## src/rtl/lane_ser_pkg.sv

```systemverilog
// Shared definitions for the 4x8 lane serializer: lane geometry, FSM state type
// and a lane-extraction helper.
package lane_ser_pkg;

    localparam int LANE_W    = 8;
    localparam int NUM_LANES = 4;
    localparam int WORD_W    = LANE_W * NUM_LANES;

    typedef enum logic {
        IDLE = 1'b0,
        SEND = 1'b1
    } ser_state_t;

    // Lane 0 sits in the least significant byte of the stored word.
    function automatic logic [LANE_W-1:0] lane_sel(input logic [WORD_W-1:0] word,
                                                   input logic [1:0]        idx);
        lane_sel = word[idx*LANE_W +: LANE_W];
    endfunction

endpackage

```

## src/rtl/lane_word_fifo.sv

```systemverilog
// Word buffer for the lane serializer: FIFO_DEPTH entries (power of two) of
// width bits, with an occupancy counter that drives full/empty.
module lane_word_fifo #(
    parameter int width      = 32,
    parameter int FIFO_DEPTH = 4,
    localparam int AW        = $clog2(FIFO_DEPTH)
) (
    input  logic             clk,
    input  logic             reset,
    input  logic             push,
    input  logic             pop,
    input  logic [width-1:0] wdata,
    output logic [width-1:0] rdata,
    output logic [AW:0]      count,
    output logic             full,
    output logic             empty
);

    logic [width-1:0] mem [FIFO_DEPTH];
    logic [AW-1:0]    wr_ptr;
    logic [AW-1:0]    rd_ptr;
    logic             do_push;
    logic             do_pop;

    // Requests against a full or empty buffer are ignored here as a safety net.
    assign do_push = push && !full;
    assign do_pop  = pop && !empty;

    assign full  = (count == (AW+1)'(FIFO_DEPTH));
    assign empty = (count == '0);
    assign rdata = mem[rd_ptr];

    // Pointers wrap naturally because the depth is a power of two.
    always_ff @(posedge clk or posedge reset) begin
        if (reset) begin
            wr_ptr <= '0;
            rd_ptr <= '0;
            count  <= '0;
        end else begin
            if (do_push) wr_ptr <= wr_ptr + 1'b1;
            if (do_pop)  rd_ptr <= rd_ptr + 1'b1;
            case ({do_push, do_pop})
                2'b10:   count <= count + 1'b1;
                2'b01:   count <= count - 1'b1;
                default: count <= count;
            endcase
        end
    end

    always_ff @(posedge clk) begin
        if (do_push) mem[wr_ptr] <= wdata;
    end

endmodule

```

## src/rtl/lane_serializer_4x8.sv

```systemverilog
// Buffers 32-bit words from four byte lanes and streams them out lane0..lane3
// with valid/ready flow control. Optional even parity output: LANE_SER_PARITY_EN.
module lane_serializer_4x8
    import lane_ser_pkg::*;
#(
    parameter int         FIFO_DEPTH = 4,
    parameter logic [7:0] IDLE_BYTE  = 8'hBC
) (
    input  logic       clk,
    input  logic       reset,
    input  logic [7:0] data_in0,
    input  logic [7:0] data_in1,
    input  logic [7:0] data_in2,
    input  logic [7:0] data_in3,
    input  logic       valid_in,
    output logic       ready_out,
    output logic [7:0] data_out,
    output logic       valid_out,
    input  logic       ready_in,
    output logic       fifo_full,
`ifdef LANE_SER_PARITY_EN
    output logic       parity_out,
`endif
    output logic       fifo_empty
);

    localparam int CW = $clog2(FIFO_DEPTH) + 1;

    // Handshake: a transfer happens on a rising edge where valid and ready are
    // both 1. Input side: valid_in/ready_out. Output side: valid_out/ready_in;
    // data_out and valid_out hold while valid_out=1 and ready_in=0.

    ser_state_t        state;
    ser_state_t        state_nxt;
    logic [1:0]        idx;
    logic [1:0]        idx_nxt;
    logic [LANE_W-1:0] data_nxt;
    logic              valid_nxt;
    logic              advance;
    logic              push;
    logic              pop;
    logic              have_word;
    logic [WORD_W-1:0] head;
    logic [CW-1:0]     occupancy;
    logic              full_w;
    logic              empty_w;

    assign ready_out  = !full_w;
    assign push       = valid_in && ready_out;
    assign fifo_full  = full_w;
    assign fifo_empty = empty_w;
    assign have_word  = (occupancy != '0);
    assign advance    = !valid_out || ready_in;

    lane_word_fifo #(
        .width      (WORD_W),
        .FIFO_DEPTH (FIFO_DEPTH)
    ) u_fifo (
        .clk   (clk),
        .reset (reset),
        .push  (push),
        .pop   (pop),
        .wdata ({data_in3, data_in2, data_in1, data_in0}),
        .rdata (head),
        .count (occupancy),
        .full  (full_w),
        .empty (empty_w)
    );

    always_ff @(posedge clk or posedge reset) begin
        if (reset) begin
            state     <= IDLE;
            idx       <= 2'd0;
            data_out  <= IDLE_BYTE;
            valid_out <= 1'b0;
        end else begin
            state     <= state_nxt;
            idx       <= idx_nxt;
            data_out  <= data_nxt;
            valid_out <= valid_nxt;
        end
    end

    // idx is the lane to load on the next advance; 0 in SEND means lane3 has
    // just been loaded and the head word already popped.
    always_comb begin
        state_nxt = state;
        idx_nxt   = idx;
        data_nxt  = data_out;
        valid_nxt = valid_out;
        pop       = 1'b0;
        if (advance) begin
            case (state)
                IDLE: begin
                    if (have_word) begin
                        data_nxt  = lane_sel(head, 2'd0);
                        valid_nxt = 1'b1;
                        idx_nxt   = 2'd1;
                        state_nxt = SEND;
                    end else begin
                        data_nxt  = IDLE_BYTE;
                        valid_nxt = 1'b0;
                    end
                end
                SEND: begin
                    if (idx != 2'd0) begin
                        data_nxt  = lane_sel(head, idx);
                        valid_nxt = 1'b1;
                        idx_nxt   = idx + 2'd1;
                        pop       = (idx == 2'd3);
                    end else if (have_word) begin
                        data_nxt  = lane_sel(head, 2'd0);
                        valid_nxt = 1'b1;
                        idx_nxt   = 2'd1;
                    end else begin
                        data_nxt  = IDLE_BYTE;
                        valid_nxt = 1'b0;
                        idx_nxt   = 2'd0;
                        state_nxt = IDLE;
                    end
                end
                default: begin
                    data_nxt  = IDLE_BYTE;
                    valid_nxt = 1'b0;
                    idx_nxt   = 2'd0;
                    state_nxt = IDLE;
                end
            endcase
        end
    end

`ifdef LANE_SER_PARITY_EN
    always_ff @(posedge clk or posedge reset) begin
        if (reset) begin
            parity_out <= 1'b0;
        end else begin
            parity_out <= valid_nxt ? ^data_nxt : 1'b0;
        end
    end
`endif

endmodule

```

## config.mk

```make
export PLATFORM = sky130hd
export DESIGN_NAME = lane_serializer_4x8
export DESIGN_NICKNAME = d
export VERILOG_FILES = /design/src/rtl/lane_ser_pkg.sv /design/src/rtl/lane_word_fifo.sv /design/src/rtl/lane_serializer_4x8.sv
export SDC_FILE = /design/constraint.sdc
export NUM_CORES = 1
export LEC_CHECK = 0
export ABC_AREA = 1
export CORE_ASPECT_RATIO = 1.25
export CORE_UTILIZATION = 39
export DETAILED_ROUTE_END_ITERATION = 7
export PLACE_DENSITY_LB_ADDON = 0.2
export SLEW_MARGIN = 15
export SYNTH_ARGS = -nofsm -noshare
export SYNTH_HDL_FRONTEND = slang
export SYNTH_SLANG_ARGS = --single-unit
```

## constraint.sdc

```tcl
create_clock -name clk -period 5.5 [get_ports clk]
set_clock_uncertainty 0.05 [all_clocks]
set_input_delay 0.825 -clock clk [delete_from_list [all_inputs] [get_ports clk]]
set_output_delay 0.825 -clock clk [all_outputs]
set_load 0.005 [all_outputs]
```

Word level (Yosys, flattened, before mapping)
Memories as Yosys holds them, arrays and structs flattened.
Index checks and enable logic that the tools add are counted.
Widths: inputs -> output; s select.
- flip-flop bits (word level): 18
- memory bits (writable): 128
- output and inout port bits: 12
- logic and storage cells: 47
- memories: 1
- memory list (name ; words ; width ; read ports ; clocked after memory_dff ; write ports ; RTL line ; source):
    u_fifo.mem ; 4 ; 32 ; 1 ; 0 ; 1 ; lane_word_fifo.sv:19 ; logic [width-1:0] mem [FIFO_DEPTH];
- add/subtract/negate cells: 5
- equal/unequal tests: 5
- shift operators: 1
- multiplexer cells: 16
- bitwise gates (word level): 1
- reduce and logical (&&, ||, !) cells: 12
- operators by type and width (operator ; count):
    $shiftx 32x6->8 ; 1
    $mux 8 ; 2
    $pmux 8 s2 ; 1
    $mux 1 ; 8
    $add 2x1->2 const B ; 3
    $pmux 3 s2 ; 1
    $eq 2x2->1 const B ; 2
    $mux 2 ; 2
    $pmux 2 s2 ; 1
    $reduce_bool 2->1 ; 2
    $add 3x1->3 const B ; 1
    $eq 3x3->1 const B ; 1
    $logic_and 1x1->1 ; 3
    $logic_not 1->1 ; 3
    $logic_not 3->1 ; 1
    $reduce_bool 3->1 ; 1
    $sub 3x1->3 const B ; 1
    $eq 2x1->1 const B ; 1
    $ne 2x2->1 const B ; 1
    $pmux 1 s2 ; 1
    $reduce_and 2->1 ; 1
    $logic_or 1x1->1 ; 1
    $not 1->1 ; 1

Longest topological paths before layout
- depth after elaboration: 7
- gate-level depth with buffers: 11
- gate-level depth less buffers: 10

Cells and area by module
From an unflattened synthesis, not the netlist that was laid out.
- cell total of the unflattened synthesis: 591
- area, all modules: 6505.0 µm²
- by module, submodules not included (module ; instances ; cells each ; area an instance (µm²) ; sequential area each (µm²)):
    lane_word_fifo ; 1 ; 436 ; 5576.6 ; 4018.9
    lane_serializer_4x8 ; 1 ; 155 ; 928.4 ; 281.5

Worst setup path after synthesis
OpenSTA, ideal clock, no wires.
- path kind: input to register
- from: input valid_in
- to: memory u_fifo.mem[0][0], enable pin
- library setup time: 0.421 ns
- arrival: 2.360 ns
- data required time: 5.029 ns
- slack: 2.669 ns
- stages: 2
- path buffers: 0
- cell sequence: nand2_1 -> nor2_1
- cells in the longest elaborated chain, start to end: 4
- RTL lines (what ; RTL line ; source):
    from (decl) ; lane_serializer_4x8.sv:15 ; input logic valid_in,
    $logic_and 1x1->1 ; lane_serializer_4x8.sv:49 ; assign push = valid_in && ready_out;
    $logic_and 1x1->1 ; lane_word_fifo.sv:26 ; assign do_push = push && !full;
    $mux 1 ; lane_word_fifo.sv:51 ; if (do_push) mem[wr_ptr] <= wdata;
    $mux 1 (implied by the code) ; lane_word_fifo.sv:51 ;
    to (decl) ; lane_word_fifo.sv:19 ;
No other way between the ends.

Final worst setup path
- from: register idx[0]
- to: register data_out[0]
- cells in the longest elaborated chain, start to end: 3
- elaborated cells between the ends (all ways): 4
- classes of those cells: shift: 1; mux: 2; reduce/logical: 1
- RTL lines (what ; RTL line ; source):
    from (decl) ; lane_serializer_4x8.sv:35 ; logic [1:0] idx;
    from (signal assigned) ; lane_serializer_4x8.sv:78 ; idx <= idx_nxt;
    $shiftx 32x6->8 or $reduce_bool 2->1 (tied branches) ; lane_ser_pkg.sv:17, lane_serializer_4x8.sv:106 ;
    $mux 8 (*) ; lane_serializer_4x8.sv:106 ; if (idx != 2'd0) begin
    $pmux 8 s2 (*) ; lane_serializer_4x8.sv:93 ; case (state)
    to (signal assigned) ; lane_serializer_4x8.sv:79 ; data_out <= data_nxt;
    to (decl) ; lane_serializer_4x8.sv:17 ; output logic [7:0] data_out,
Mark *: on every way between the ends. The rest lies on a longest branch, timed or not.
A chain may end at the register's enable or synchronous reset.

==> out/qor.yml <==
finish:
  syn_to_final_growth_pct: 19.4
  fin_area_sq_um: 7430
  stdcell_count: 840
  fin_nets: 659
  final_cell_mix: "nand2_1 (163), edfxtp_1 (128), nand3_1 (89)"
  antenna_cells: 0
  drive_gt1_frac: 0.0812
  layout_commonest_cell: "nand2_1"
  final_core_util: 0.477
floorplan:
  core_area_sq_um: 15600
  initial_core_util: 0.400
  fp-row-count: 51
  die_area_sq_um: 16500
  die_w_um: 115
  die_h_um: 143
  io_pins: 48
setup_path:
  start_kind: "flip-flop"
  critPathCaptureType: "flip-flop"
  critical_path.cell_chain: "buf_4 -> clkinv_1 -> ha_1 -> nor2_2 -> nor2_1 -> a31oi_1 -> a21oi_1"
  worst_path_max_delay_cell: "clkinv_1"
  arrival_ns: 3.04
  critPathMaxStageDelay_ns: 0.60
  criticalPathCategory: "reg -> reg"
  worstPathRequired_ns: 5.75
  cp_max_fo: 20
clocking:
  postCtsHoldBufs: 0
  cts_tree: "built"
  clk_pin_slew_worst_paths_ns: 0.06
  cts_num_sinks: 146
  h-tree-depth: 4
  cts_buffers: 17
  cts_resized: 0
  clock_latency_ns: 0.41
  clockRootBuffer: "clkbuf_16"
  clock_path_buffers: 2
  cts_setup_buffers: 0
placed_design:
  dp_cells: 808
  port_buffers: 47
  gp_congestion: 0.740
  place_area_sq_um: 6880
  place.detailed.hpwl_um: 7590
  place_ws_ns: 2.29
job:
  cap_violations: 0
sta:
  setup_tns_ns: 0
  worst_slack_ns: 2.70
  fin_crit_ns: 2.80
  rsz0062_at_grt: "no"
  relSlewSlack: 0.323
  holdWs_ns: 0.428
  tightest_slew_ns: 1.01
  hold_viol_final: 0
  timing.fmax_ghz: 0.357
  setup_viol: 0
  timing.final.crit_share: 0.509
  report.final.slew_viol_count: 0
drt:
  wl_um: 13100
  num_vias: 4015
  via_per_inst: 4.78
  wl_per_cell_um: 15.6
  drc: 0
  first_pass_iters: 4
  drtAntennaViolNets: 0
  drtIter0Drc: 220
power:
  p_per_area_nw_per_um2: 542
  worst_ir_drop_vdd_mv: 0.235
  p_leak_nw: 2.95
  fin_total_pwr_mw: 4.03
status:
  status: "complete, no violations"
yosys:
  synth_nets: 612
  yosys.cell_types.count: 28
  synth-seq-cells: 146
  synth_area_sq_um: 6230
  synth_area_per_cell_sq_um: 11.0
  synth_cells: 568
  yosys_warnings: 0
  synth-seq-area-share: 0.691
global_route:
  overflow: 0
  antenna_found_initial: 0
  grt_max_degree: 74
  grt_use_total: 0.176
  grt_pass1_vias: 4047
  grt_pass1_wl_um: 21400
worst_hold_path:
  hold_path_class: "reg -> reg"
-- layout make-up --
type | instances | area, sq um
fill | 1404 | 8140
clock inverter | 15 | 133
sequential | 146 | 4300
multi-input combinational | 333 | 1550
tap | 212 | 265
clock buffer | 17 | 425
inverter | 63 | 239
timing repair buffer | 54 | 523
-- sequential cells by signal, indices dropped and copies added, names as in the netlist --
name	flops
u_fifo.mem	128
state	1
idx	2
u_fifo.wr_ptr	2
u_fifo.rd_ptr	2
data_out	8
u_fifo.count	3
-- layer usage --
metal,global-route usage,share of wire,vias up
li1,-,-,2003
met1,0.231,0.45,1936
met2,0.287,0.51,66
met3,0.0374,0.031,10
met4,0.0602,0.0097,0
met5,0,0,-
-- power breakdown --
part           total (mW)  leakage (nW)  switching [mW]  internal [mW]
clock network        1.08         0.275           0.451          0.625
logic                1.37          1.30           0.916          0.450
registers            1.59          1.37          0.0940           1.49
total                4.03          2.95            1.46           2.57
-- worst max-delay path: cells and delay by family, from the launching register on --
family | cells | cell delay (ns)
and+or+nand+nor | 2 | 0.62
buffers and inverters | 2 | 0.88
DFF | 1 | 0.32
AOI/OAI and AO/OA | 2 | 0.30
adders and majority gates | 1 | 0.50
-- kinds of logic after synthesis --
family                     after synthesis  synth area share
AOI/OAI and AO/OA                       34            0.0305
xor gates and xnor gates                 5           0.00703
adders and majority gates                8            0.0173
buffers and inverters                   89            0.0625
DFF                                    146             0.691
and+or+nand+nor                        286             0.192
-- final timing paths --
check | slack [ns] | startpoint | endpoint | cells after the start
setup reg to reg | 2.70 | idx[0]$_DFFE_PP0P_ | data_out[0]$_DFFE_PP0P_ | 7
setup / recovery | 2.70 | idx[0]$_DFFE_PP0P_ | data_out[0]$_DFFE_PP0P_ | 7
min in group asynchronous | 0.80 | reset | u_fifo.rd_ptr[1]$_DFFE_PP0P_ | 2
hold / removal | 0.43 | data_out[5]$_DFFE_PP1P_ | data_out[5]$_DFFE_PP1P_ | 2
hold reg to reg | 0.43 | data_out[5]$_DFFE_PP1P_ | data_out[5]$_DFFE_PP1P_ | 2
max in group asynchronous | 4.12 | reset | u_fifo.rd_ptr[0]$_DFFE_PP0P_ | 2
-- Yosys cell counts --
cell type / n / area, sq um
o22ai_1: 1 / 6.26
o21ai_1: 9 / 45.0
fa_1: 1 / 20.0
nor3_1: 1 / 5.00
o21ai_0: 5 / 25.0
a31oi_1: 3 / 18.8
inv_4: 1 / 6.26
xnor2_1: 1 / 8.76
o211ai_1: 6 / 45.0
xor2_1: 4 / 35.0
inv_2: 1 / 3.75
clkinv_1: 2 / 7.51
nand3_1: 89 / 445
ha_1: 7 / 87.6
clkbuf_2: 1 / 5.00
buf_4: 2 / 15.0
edfxtp_1: 128 / 3840
dfstp_2: 5 / 131
buf_6: 3 / 33.8
nor2_2: 1 / 6.26
inv_1: 59 / 221
nand2_1: 163 / 612
buf_2: 17 / 85.1
clkbuf_1: 3 / 11.3
nor2_1: 31 / 116
dfrtp_1: 13 / 325
nor3_2: 1 / 10.0
a21oi_1: 10 / 50.1
Note: power is estimated with default switching activity, not from simulation.
==> edit 1: new RTL, config.mk and constraints unchanged <==
Add a define of `LANE_SER_PARITY_EN`.
--- a/src/rtl/lane_serializer_4x8.sv
+++ b/src/rtl/lane_serializer_4x8.sv
@@ -1,5 +1,7 @@
 // Buffers 32-bit words from four byte lanes and streams them out lane0..lane3
 // with valid/ready flow control. Optional even parity output: LANE_SER_PARITY_EN.
+`define LANE_SER_PARITY_EN
+
 module lane_serializer_4x8
     import lane_ser_pkg::*;
 #(
Behaviour (old outputs only; new: parity_out): unchanged (Yosys induction, for registers that start in step).
==> edit 1 against the unedited design <==
- synthesized area grew 4.7%
- setup slack lost 340 ps
- global-route usage shrank 0.15 points
- cell count grew 7.1%
- total power grew 6.9%
- synthesized cell count grew 9.3%
- cell area grew 3.7%
- count of clock-buffer cells in the layout is the same
- first-iteration DRC count grew 3.6%
- sequential cell count grew 2
- non-clock buffer count grew 2
- wire length grew 7.4%
- critical path type unchanged
- largest cell class unchanged
==> edit 1: results (changes against the unedited design) <==
[timing]
holdWs_ps = 474.9  ; was 428.1 ps
fin_ws_ps = 2361  ; was 2700 ps

[placement]
dp_slack_ps = 2381  ; was 2294 ps
io_buffers = 48  ; was 47
dp_hpwl_um = 8095  ; was 7586 um
routabilityCongestion = 0.7840  ; was 0.7401

[global_route]
grt_max_degree = 68  ; was 74
met1_usage = 0.1995  ; was 0.2311
grtUsageMet3 = 0.04258  ; was 0.03735
grt_pass1_vias = 4333  ; was 4047
grt_use_total = 0.1741  ; was 0.1756
grt_use_met2 = 0.3150  ; was 0.2869
grt_pass1_wl_um = 22820  ; was 21400 um

[finish]
n_fill_cell = 1504  ; was 1404
drive_above_1_share = 0.09064  ; was 0.08121
nNetsFinal = 715  ; was 659

[power_and_ir_drop]
p_int_mw = 2.631  ; was 2.568 mW
sw_frac_of_total = 0.3889  ; was 0.3626
leakage_nw = 3.161  ; was 2.949 nW

[outcome]
status = finished clean  ; unchanged

[routing]
met2_length_um = 7407  ; was 6627 um
met1_length_um = 6039  ; was 5957 um
vias_per_cell = 4.807  ; was 4.780
wl_per_cell_um = 15.66  ; was 15.62 um
first_pass_iters = 6  ; was 4
first_iter_violations = 228  ; was 220

[setup_path]
cp_max_fo = 21  ; was 20
cp-endpoint = parity_out$_DFF_PP0_  ; was data_out[0]$_DFFE_PP0P_
slowest_stage = inv_1  ; was clkinv_1
r2r-end = parity_out$_DFF_PP0_  ; was data_out[0]$_DFFE_PP0P_
critPathTopFamily = simple AND/OR/NAND/NOR gates  ; was buffers and inverters
slowest_delay_ps = 580  ; was 600 ps

[logic_synthesis]
ys_top_cells_by_area = edfxtp_1 (59%), nand2_1 (13%), nand3_1 (6.4%)  ; was edfxtp_1 (62%), nand2_1 (9.8%), nand3_1 (7.2%)
synth.distinct_cells = 33  ; was 28
synthesis.nets = 665  ; was 612
synthArstFlopShare = 0.1351  ; was 0.1233
synth.top_cells.by_count = nand2_1 (222), edfxtp_1 (128), nand3_1 (83)  ; was nand2_1 (163), edfxtp_1 (128), nand3_1 (89)

[min_path]
min_from = data_out[2]$_DFF_PP1_  ; was data_out[5]$_DFFE_PP1P_
hold-path-endpoint = data_out[2]$_DFF_PP1_  ; was data_out[5]$_DFFE_PP1P_

[edit 1: per-stage QoR]
stage / instances / cell area, um2
final: 900 / 7710
after global routing: 900 / 7710
after CTS: 900 / 7710
after detailed placement: 868 / 7161
after global placement: 868 / 7161
after floorplan: 621 / 6519
[edit 1: cell families (layout without fill, tap and decap cells)]
family	after synthesis	after routing	share of synthesized area
xor gates and xnor gates	4	4	0.005375
buffers and inverters	87	150	0.06372
and+or+nand+nor	340	340	0.2169
AOI/OAI and AO/OA	34	34	0.03014
adders and majority gates	8	8	0.01651
DFF	148	148	0.6674
[edit 1: tightest hold or removal path, stage by stage, from the launching register on]
cell	delay [ps]
dfstp_2	370
nand2_1	50
nand2_1	90
[edit 1: layout make-up]
type,instances,area [um2],area share
Timing Repair Buffer,56,540.5,0.07011
Clock inverter,15,123.9,0.01607
Clock buffer,17,425.4,0.05518
Inverter,62,235.2,0.03051
Multi-Input combinational cell,386,1763,0.2287
Tap cell,216,270.3,0.03505
Sequential cell,148,4352,0.5644
==> edit 2: new RTL, same settings <==
Without the edit above. `FIFO_DEPTH` is set to 4 in 2 places; all go to 8.
--- a/src/rtl/lane_word_fifo.sv
+++ b/src/rtl/lane_word_fifo.sv
@@ -2,7 +2,7 @@
 // width bits, with an occupancy counter that drives full/empty.
 module lane_word_fifo #(
     parameter int width      = 32,
-    parameter int FIFO_DEPTH = 4,
+    parameter int FIFO_DEPTH = 8,
     localparam int AW        = $clog2(FIFO_DEPTH)
 ) (
     input  logic             clk,
--- a/src/rtl/lane_serializer_4x8.sv
+++ b/src/rtl/lane_serializer_4x8.sv
@@ -3,7 +3,7 @@
 module lane_serializer_4x8
     import lane_ser_pkg::*;
 #(
-    parameter int         FIFO_DEPTH = 4,
+    parameter int         FIFO_DEPTH = 8,
     parameter logic [7:0] IDLE_BYTE  = 8'hBC
 ) (
     input  logic       clk,
Function: changed (a bounded check fails within 10 cycles, from zero or initial values and one cycle with reset high).
==> edit 2 against the unedited design <==
- combinational power is 69% higher
- count of clock-buffer cells in the layout increased by 27
- setup slack got worse by 340 ps
- synthesized area rose by 90%
- global-route usage grew 0.18 points
- die area grew 89%
- sequential cell count rose by 131
- cell area rose by 82%
- total power grew 75%
- sequential share of layout area increased by 2.9 points
- wire length is 100% higher
- highest routed layer unchanged
==> edit 2: results (changes against the unedited design) <==
[setup_path]
reg2regPathDepth = 10  ; was 7
cp_max_fo = 84  ; was 20
cp-endpoint = data_out[1]$_DFFE_PP0P_  ; was data_out[0]$_DFFE_PP0P_
r2r-end = data_out[1]$_DFFE_PP0P_  ; was data_out[0]$_DFFE_PP0P_
crit_arrival_ps = 3550  ; was 3040 ps
regToRegSetupSlack_ps = 2360  ; was 2700 ps

[routing]
vias_per_cell = 4.838  ; was 4.780
first_pass_iters = 5  ; was 4
first_iter_violations = 433  ; was 220
wl_um = 26640  ; was 13120 um

[min_path]
min_from = data_out[5]$_DFFE_PP1P_  ; unchanged

[clock_network]
clkTransAtPathRegs_ps = 60  ; about the same
cts_buffer_depth = 3  ; was 2
htreeDepth = 1  ; was 4
numCtsBuffers = 28  ; was 17
clk_latency_ps = 530  ; was 410 ps

[global_route]
grt_pass1_vias = 7338  ; was 4047
grtUsageMet3 = 0.02155  ; was 0.03735
met1_usage = 0.2364  ; was 0.2311
grt_max_degree = 85  ; was 74
grt_pass1_wl_um = 41570  ; was 21400 um
grt_use_met2 = 0.3059  ; was 0.2869

[finish]
reg.largest.list = u_fifo.mem (256), data_out (8), u_fifo.count (4)  ; was u_fifo.mem (128), data_out (8), u_fifo.count (3)
nNetsFinal = 1171  ; was 659
antennaDiodeCount = 0  ; unchanged
drive_above_1_share = 0.06435  ; was 0.08121

[placement]
dp_hpwl_um = 14940  ; was 7586 um
routabilityCongestion = 0.7728  ; was 0.7401
placed_area_mm2 = 0.01263  ; was 0.006875 mm2

[logic_synthesis]
synth_edf_count = 256  ; was 128
synthesis.nets = 1133  ; was 612
synth.top_cells.by_count = nand2_1 (371), edfxtp_1 (256), nand3_1 (175)  ; was nand2_1 (163), edfxtp_1 (128), nand3_1 (89)
ys_top_cells_by_area = edfxtp_1 (65%), nand2_1 (12%), nand3_1 (7.4%)  ; was edfxtp_1 (62%), nand2_1 (9.8%), nand3_1 (7.2%)
synthArstFlopShare = 0.07581  ; was 0.1233
ys_seq_area_frac = 0.6940  ; was 0.6907

[outcome]
status = finished clean  ; unchanged

[timing]
tightest_slew_ps = 1068  ; was 1014 ps
holdWs_ps = 431.4  ; was 428.1 ps

[power_and_ir_drop]
vdd_ir_drop_max_uv = 227.4  ; was 235.0 uV
leakage_nw = 5.345  ; was 2.949 nW

edit 2: power by group:
group	total [mW]	leakage [nW]	switching (mW)	internal, mW
clock	1.79	0.424	0.749	1.04
sequential	2.95	2.55	0.271	2.68
combinational	2.31	2.37	1.57	0.738
edit 2: logic make-up after synthesis:
group / Yosys count / share of synthesized area
xor+xnor: 7 / 0.005177
fa+ha+maj: 7 / 0.007395
flops: 277 / 0.6940
compound gates: 46 / 0.02388
simple gates: 591 / 0.2062
buf+inv: 162 / 0.06329
edit 2: area by class of cell:
class | instances | area [um2]
fill | 2784 | 16080
sequential | 277 | 8224
multi-input combinational | 651 | 2934
clock buffer | 44 | 802.0
timing repair buffer | 61 | 595.6
tap | 396 | 495.5
inverter | 109 | 411.6
clock inverter | 8 | 62.56
edit 2: per-stage QoR:
stage	util	cells	worst slack, ps
after floorplan	-	1090	2396
after global placement	0.4268	1493	2213
after detailed placement	0.4268	1493	2204
after CTS	0.4560	1545	2302
after global routing	0.4569	1546	2081
final	0.4569	1546	2356
edit 2: per-layer routing:
metal,share of wire,vias up,wire length [um]
li1,-,3715,-
met1,0.45,3584,12020
met2,0.49,148,13130
met3,0.041,33,1096
met4,0.015,0,390
met5,0,-,0
edit 2: critical path, cell delays in order (launching register included):
cell and delay (ps):
dfrtp_4 840, inv_4 850, buf_4 500, nand2_1 90
nand3_1 80, nand3_1 90, nand2_1 100, nand2_1 50
nand3_1 140, nand3_1 100, a21oi_2 130
